<file path="src/rtl/dtw_accel_v1_0_m00_axis.sv">
// AXI4-Stream master that drains DTW result words from a small FIFO through a
// registered output stage. Optional sticky overflow flag: define DTW_RES_OVF_EN.
module dtw_accel_v1_0_m00_axis #(
  parameter int C_M_AXIS_TDATA_WIDTH = 32,
  parameter int C_FIFO_DEPTH         = 16,
  parameter int C_PKT_LEN            = 64
) (
  input  logic                              M_AXIS_ACLK,
  input  logic                              M_AXIS_ARESETN,
  input  logic                              dtw_res_wren,
  input  logic [C_M_AXIS_TDATA_WIDTH-1:0]   dtw_res_din,
  input  logic                              dtw_res_last,
  output logic                              dtw_res_full,
  output logic                              dtw_res_ovf,
  output logic                              M_AXIS_TVALID,
  output logic [C_M_AXIS_TDATA_WIDTH-1:0]   M_AXIS_TDATA,
  output logic [C_M_AXIS_TDATA_WIDTH/8-1:0] M_AXIS_TSTRB,
  output logic                              M_AXIS_TLAST,
  input  logic                              M_AXIS_TREADY
);

  localparam int DW = C_M_AXIS_TDATA_WIDTH;
  localparam int AW = $clog2(C_FIFO_DEPTH);
  localparam int CW = $clog2(C_FIFO_DEPTH + 1);
  localparam int PW = (C_PKT_LEN > 1) ? $clog2(C_PKT_LEN) : 1;

  typedef enum logic {OUT_EMPTY, OUT_VALID} out_state_e;

  out_state_e     state_q, state_d;
  logic [DW:0]    mem [C_FIFO_DEPTH];
  logic [AW-1:0]  wr_ptr_q, wr_ptr_d;
  logic [AW-1:0]  rd_ptr_q, rd_ptr_d;
  logic [CW-1:0]  count_q, count_d;
  logic           full_q, full_d;
  logic [DW-1:0]  tdata_q, tdata_d;
  logic           last_q, last_d;
  logic [PW-1:0]  pkt_cnt_q, pkt_cnt_d;
  logic           push, pop, handshake, tvalid, tlast, fifo_nonempty;

  assign fifo_nonempty = (count_q != '0);
  assign push          = dtw_res_wren && !full_q;
  assign tlast         = last_q || (pkt_cnt_q == PW'(C_PKT_LEN - 1));

  // State register.
  always_ff @(posedge M_AXIS_ACLK or negedge M_AXIS_ARESETN) begin
    if (!M_AXIS_ARESETN) state_q <= OUT_EMPTY;
    else                 state_q <= state_d;
  end

  // Next-state logic.
  always_comb begin
    // NOTE: every always_comb output gets a default first so no path can infer a latch.
    state_d = state_q;
    case (state_q)
      OUT_EMPTY: if (fifo_nonempty)               state_d = OUT_VALID;
      OUT_VALID: if (handshake && !fifo_nonempty) state_d = OUT_EMPTY;
      default:                                    state_d = OUT_EMPTY;
    endcase
  end

  // FSM outputs: the head is popped whenever the output register is free or
  // is being emptied by a handshake this cycle.
  always_comb begin
    tvalid    = (state_q == OUT_VALID);
    handshake = tvalid && M_AXIS_TREADY;
    pop       = fifo_nonempty && ((state_q == OUT_EMPTY) || handshake);
  end

  always_comb begin
    wr_ptr_d  = push ? wr_ptr_q + AW'(1) : wr_ptr_q;
    rd_ptr_d  = pop  ? rd_ptr_q + AW'(1) : rd_ptr_q;
    count_d   = count_q;
    case ({push, pop})
      2'b10:   count_d = count_q + CW'(1);
      2'b01:   count_d = count_q - CW'(1);
      default: count_d = count_q;
    endcase
    full_d    = (count_d == CW'(C_FIFO_DEPTH));
    tdata_d   = tdata_q;
    last_d    = last_q;
    if (pop) {last_d, tdata_d} = mem[rd_ptr_q];
    pkt_cnt_d = pkt_cnt_q;
    if (handshake) pkt_cnt_d = tlast ? '0 : pkt_cnt_q + PW'(1);
  end

  always_ff @(posedge M_AXIS_ACLK or negedge M_AXIS_ARESETN) begin
    // NOTE: sequential state uses non-blocking assignments so every flop samples pre-edge values.
    if (!M_AXIS_ARESETN) begin
      wr_ptr_q  <= '0;
      rd_ptr_q  <= '0;
      count_q   <= '0;
      full_q    <= 1'b0;
      tdata_q   <= '0;
      last_q    <= 1'b0;
      pkt_cnt_q <= '0;
    end else begin
      wr_ptr_q  <= wr_ptr_d;
      rd_ptr_q  <= rd_ptr_d;
      count_q   <= count_d;
      full_q    <= full_d;
      tdata_q   <= tdata_d;
      last_q    <= last_d;
      pkt_cnt_q <= pkt_cnt_d;
    end
  end

  // NOTE: the storage array has no reset; pointers and count define which entries are live.
  always_ff @(posedge M_AXIS_ACLK) begin
    if (push) mem[wr_ptr_q] <= {dtw_res_last, dtw_res_din};
  end

`ifdef DTW_RES_OVF_EN
  logic ovf_q, ovf_d;

  assign ovf_d = ovf_q || (dtw_res_wren && full_q);

  always_ff @(posedge M_AXIS_ACLK or negedge M_AXIS_ARESETN) begin
    if (!M_AXIS_ARESETN) ovf_q <= 1'b0;
    else                 ovf_q <= ovf_d;
  end

  assign dtw_res_ovf = ovf_q;
`else
  assign dtw_res_ovf = 1'b0;
`endif

  assign dtw_res_full  = full_q;
  assign M_AXIS_TVALID = tvalid;
  assign M_AXIS_TDATA  = tdata_q;
  assign M_AXIS_TLAST  = tvalid && tlast;
  assign M_AXIS_TSTRB  = '1;

endmodule

</file>
<file path="config.mk">
export PLATFORM = sky130hd
export DESIGN_NAME = dtw_accel_v1_0_m00_axis
export DESIGN_NICKNAME = d
export VERILOG_FILES = /design/src/rtl/dtw_accel_v1_0_m00_axis.sv
export SDC_FILE = /design/constraint.sdc
export NUM_CORES = 1
export LEC_CHECK = 0
export ABC_AREA = 1
export BUFFER_PORTS_ARGS = -buffer_cell sky130_fd_sc_hd__buf_2
export CORE_MARGIN = 2
export CORE_UTILIZATION = 56
export CTS_CLUSTER_DIAMETER = 30
export DETAILED_ROUTE_END_ITERATION = 12
export PLACE_DENSITY = 0.87
export SETUP_SLACK_MARGIN = 0.1
export SKIP_CTS_REPAIR_TIMING = 1
export SYNTH_ARGS = -nofsm -noshare
export SYNTH_HDL_FRONTEND = slang
export SYNTH_SLANG_ARGS = --single-unit
</file>
<file path="constraint.sdc">
create_clock -name M_AXIS_ACLK -period 2.3 [get_ports M_AXIS_ACLK]
set_input_delay 0.115 -clock M_AXIS_ACLK [delete_from_list [all_inputs] [get_ports M_AXIS_ACLK]]
set_output_delay 0.115 -clock M_AXIS_ACLK [all_outputs]
set_load 0.02 [all_outputs]
</file>
==> qor.txt <==
worst-path fanout max = 52
worst reg-to-reg path cell count = 8
area of the core = 39910 um2
setup_tns = 0 ns
Max VDD drop = 1233 uV
DRC = 0
starting density of the core = 0.5695
vias = 16110
Post-Synthesis Cells = 1673
via-per-instance ratio = 6.642
Reg2Reg Setup Slack = 0.14 ns
R2R Path Start = rd_ptr_q[1]
Seq cells post-synth = 582
fin util = 0.6975
vias in the first global route = 16220
Rows = 73
Avg WL per Cell = 26.25 um
max-cap violations = 0
Clock Skews = 0.05278 ns
CP required = 2.86 ns
share of cells above drive strength 1 = 0.1800
worst min-delay path class = input pin to async pin
FF-to-FF End = M_AXIS_TDATA[12]
Clock transition at path regs = 0.06 ns
GPL Wtd Cong = 0.8207
post-DP HPWL = 29340 um
Unique masters post-synth = 31
Post-DP Area = 24040 um2
CP Class = register to register
post-route ant nets = 0
pre-CTS setup slack = 0.06964 ns
die height = 205.5 um
Post-synth top flop = edfxtp_1
final setup vio count = 0
initial antenna violation count = 1
Setup crit end kind = register
Area Overhead vs Synth = 22.48%
Rel. slew slack = 0.5591
P_leak = 9.477 nW
RSZ-0062 raised after global routing = yes
Seq/Total Area, Yosys = 0.7569
Finished Layout Cells = 2426
First DRT Iteration DRCs = 2260
Root Driver = clkbuf_16
Worst Slack Setup Final = 0.1400 ns
Synth Area per Inst = 13.59 um2
Cell Pwr Density = 1437 nW/um2
largest net degree at the start of global routing = 137
fmax = 463.0 MHz
drt pass-1 iters = 8
port buffer count = 71
GRT Util Overall = 0.3039
Final #Nets = 1863
actual slew at the worst max-slew pin = 0.6614 ns
first-pass GRT wire length = 95390 um
die area = 42220 um2
EDFF count, synth = 528
Final Hold Fails = 0
clock buffer depth = 3
worst path arrival time = 2.72 ns
clock tree sinks = 582
fin crit share = 0.9391
outcome = complete, no violations
Ports = 77
clock tree from TritonCTS = yes
worst skew pair latency = 0.66 ns
Async S/R FF share, synth = 0.09278
cell area after layout = 27840 um2
Final Max Slew Viols = 0
GR Overflow Total = 0
Post-Syn Area = 22730 um2
Final Critical Period = 2.160 ns
clock buffer count from CTS = 94
final WL = 63690 um
Warnings, synthesis = 0
Die Span X = 205.5 um
H-tree levels = 3
Setup crit start kind = register
cell count after placement = 2210
## cells in the final DEF, fill, tap and decap left out, types with 11 or more instances in the layout
master         count
o21ai_1           15
nand2_1           36
buf_12            26
inv_1             21
a31oi_1           34
o21ai_0          270
edfxtp_1         528
clkinvlp_4        12
clkinv_4          16
buf_4             33
dlygate4sd3_1     35
bufinv_16         11
dfrtp_1           48
nand3_1           61
nor2_1           334
buf_2             71
inv_6             17
o221ai_1         100
nor2_4            17
o22ai_1           32
clkbuf_16         94
## per-stage QoR
| stage | total power [mW] | hold WS, ns |
|---|---|---|
| after global routing | 41.23 | 0.02633 |
| after detailed placement | 24.32 | 0.1699 |
| after floorplan | 20.59 | -0.1806 |
| after CTS | 39.50 | -0.4917 |
| after global placement | 23.69 | 0.1604 |
| final | 40.02 | 0.02753 |
## layout make-up
class,count,area [um2]
tap,525,656.9
clock inverter,75,960.9
sequential,582,17220
multi-input combinational,946,4980
inverter,28,111.4
fill,2200,12070
timing repair buffer,166,1485
clock buffer,103,2426
antenna,1,2.502
## Yosys cell counts, types with 2 or more instances
cell type / count / area [um2]
a21oi_1: 4 / 20.02
a31oi_1: 34 / 212.7
buf_1: 5 / 18.77
buf_2: 31 / 155.2
buf_4: 20 / 150.1
buf_6: 5 / 56.30
clkbuf_1: 56 / 210.2
clkbuf_2: 3 / 15.01
conb_1: 2 / 7.510
dfrtp_1: 54 / 1351
edfxtp_1: 528 / 15860
ha_1: 8 / 100.1
inv_1: 25 / 93.84
inv_2: 3 / 11.26
nand2_1: 38 / 142.6
nand3_1: 61 / 305.3
nand3_2: 2 / 20.02
nand4_1: 8 / 50.05
nor2_1: 352 / 1321
nor3_1: 3 / 15.01
o21ai_0: 270 / 1351
o21ai_1: 15 / 75.07
o221ai_1: 100 / 875.8
o22ai_1: 32 / 200.2
xor2_1: 8 / 70.07
## routing by layer
metal,GRT usage,vias up,wire length [um]
li1,-,6621,-
met1,0.3781,7715,21430
met2,0.4881,1481,31140
met3,0.06541,297,7458
met4,0.1914,0,3657
met5,0,-,0
## sequential cells by signal (all words and copies together), names as in the netlist
name	flops
M_AXIS_TVALID	1
mem	528
M_AXIS_TDATA	32
wr_ptr_q	4
pkt_cnt_q	6
rd_ptr_q	4
dtw_res_full	1
count_q	5
last_q	1
## where the power goes
| part | switching (mW) | internal (mW) |
|---|---|---|
| clock network | 5.63 | 9.14 |
| registers | 0.676 | 13.0 |
| logic | 8.21 | 3.37 |
| total | 14.5 | 25.5 |
## kinds of logic (layout without fill, tap and decap cells)
family,count (synthesis),after routing,synth area share
xor+xnor,9,9,0.003468
simple gates,468,468,0.08295
fa+ha+maj,8,8,0.004404
buf+inv,148,372,0.03126
other cells,2,6,0.0003304
compound gates,456,456,0.1207
flops,582,582,0.7569
## worst max-delay path: stages (launching register included)
cell	delay, ns
dfrtp_4	0.49
clkinv_2	0.28
buf_12	0.29
o21ai_0	0.20
o22ai_1	0.23
nor2_1	0.09
nor2_1	0.12
o21ai_1	0.10
a31oi_1	0.22
## worst max-delay path by stage
| stage | startpoint | endpoint | slack, ns | cells past startpoint |
|---|---|---|---|---|
| CTS | count_q[2] | dtw_res_full | 0.02 | 12 |
| global placement | count_q[2] | dtw_res_full | 0.16 | 12 |
| detailed placement | count_q[2] | dtw_res_full | 0.07 | 12 |
| global route | count_q[1] | dtw_res_full | 0.004 | 14 |
| finish | rd_ptr_q[1] | M_AXIS_TDATA[12] | 0.14 | 8 |
| floorplan | dtw_res_full | mem[11][0] | -0.36 | 3 |
(Power assumes the default switching activity.)
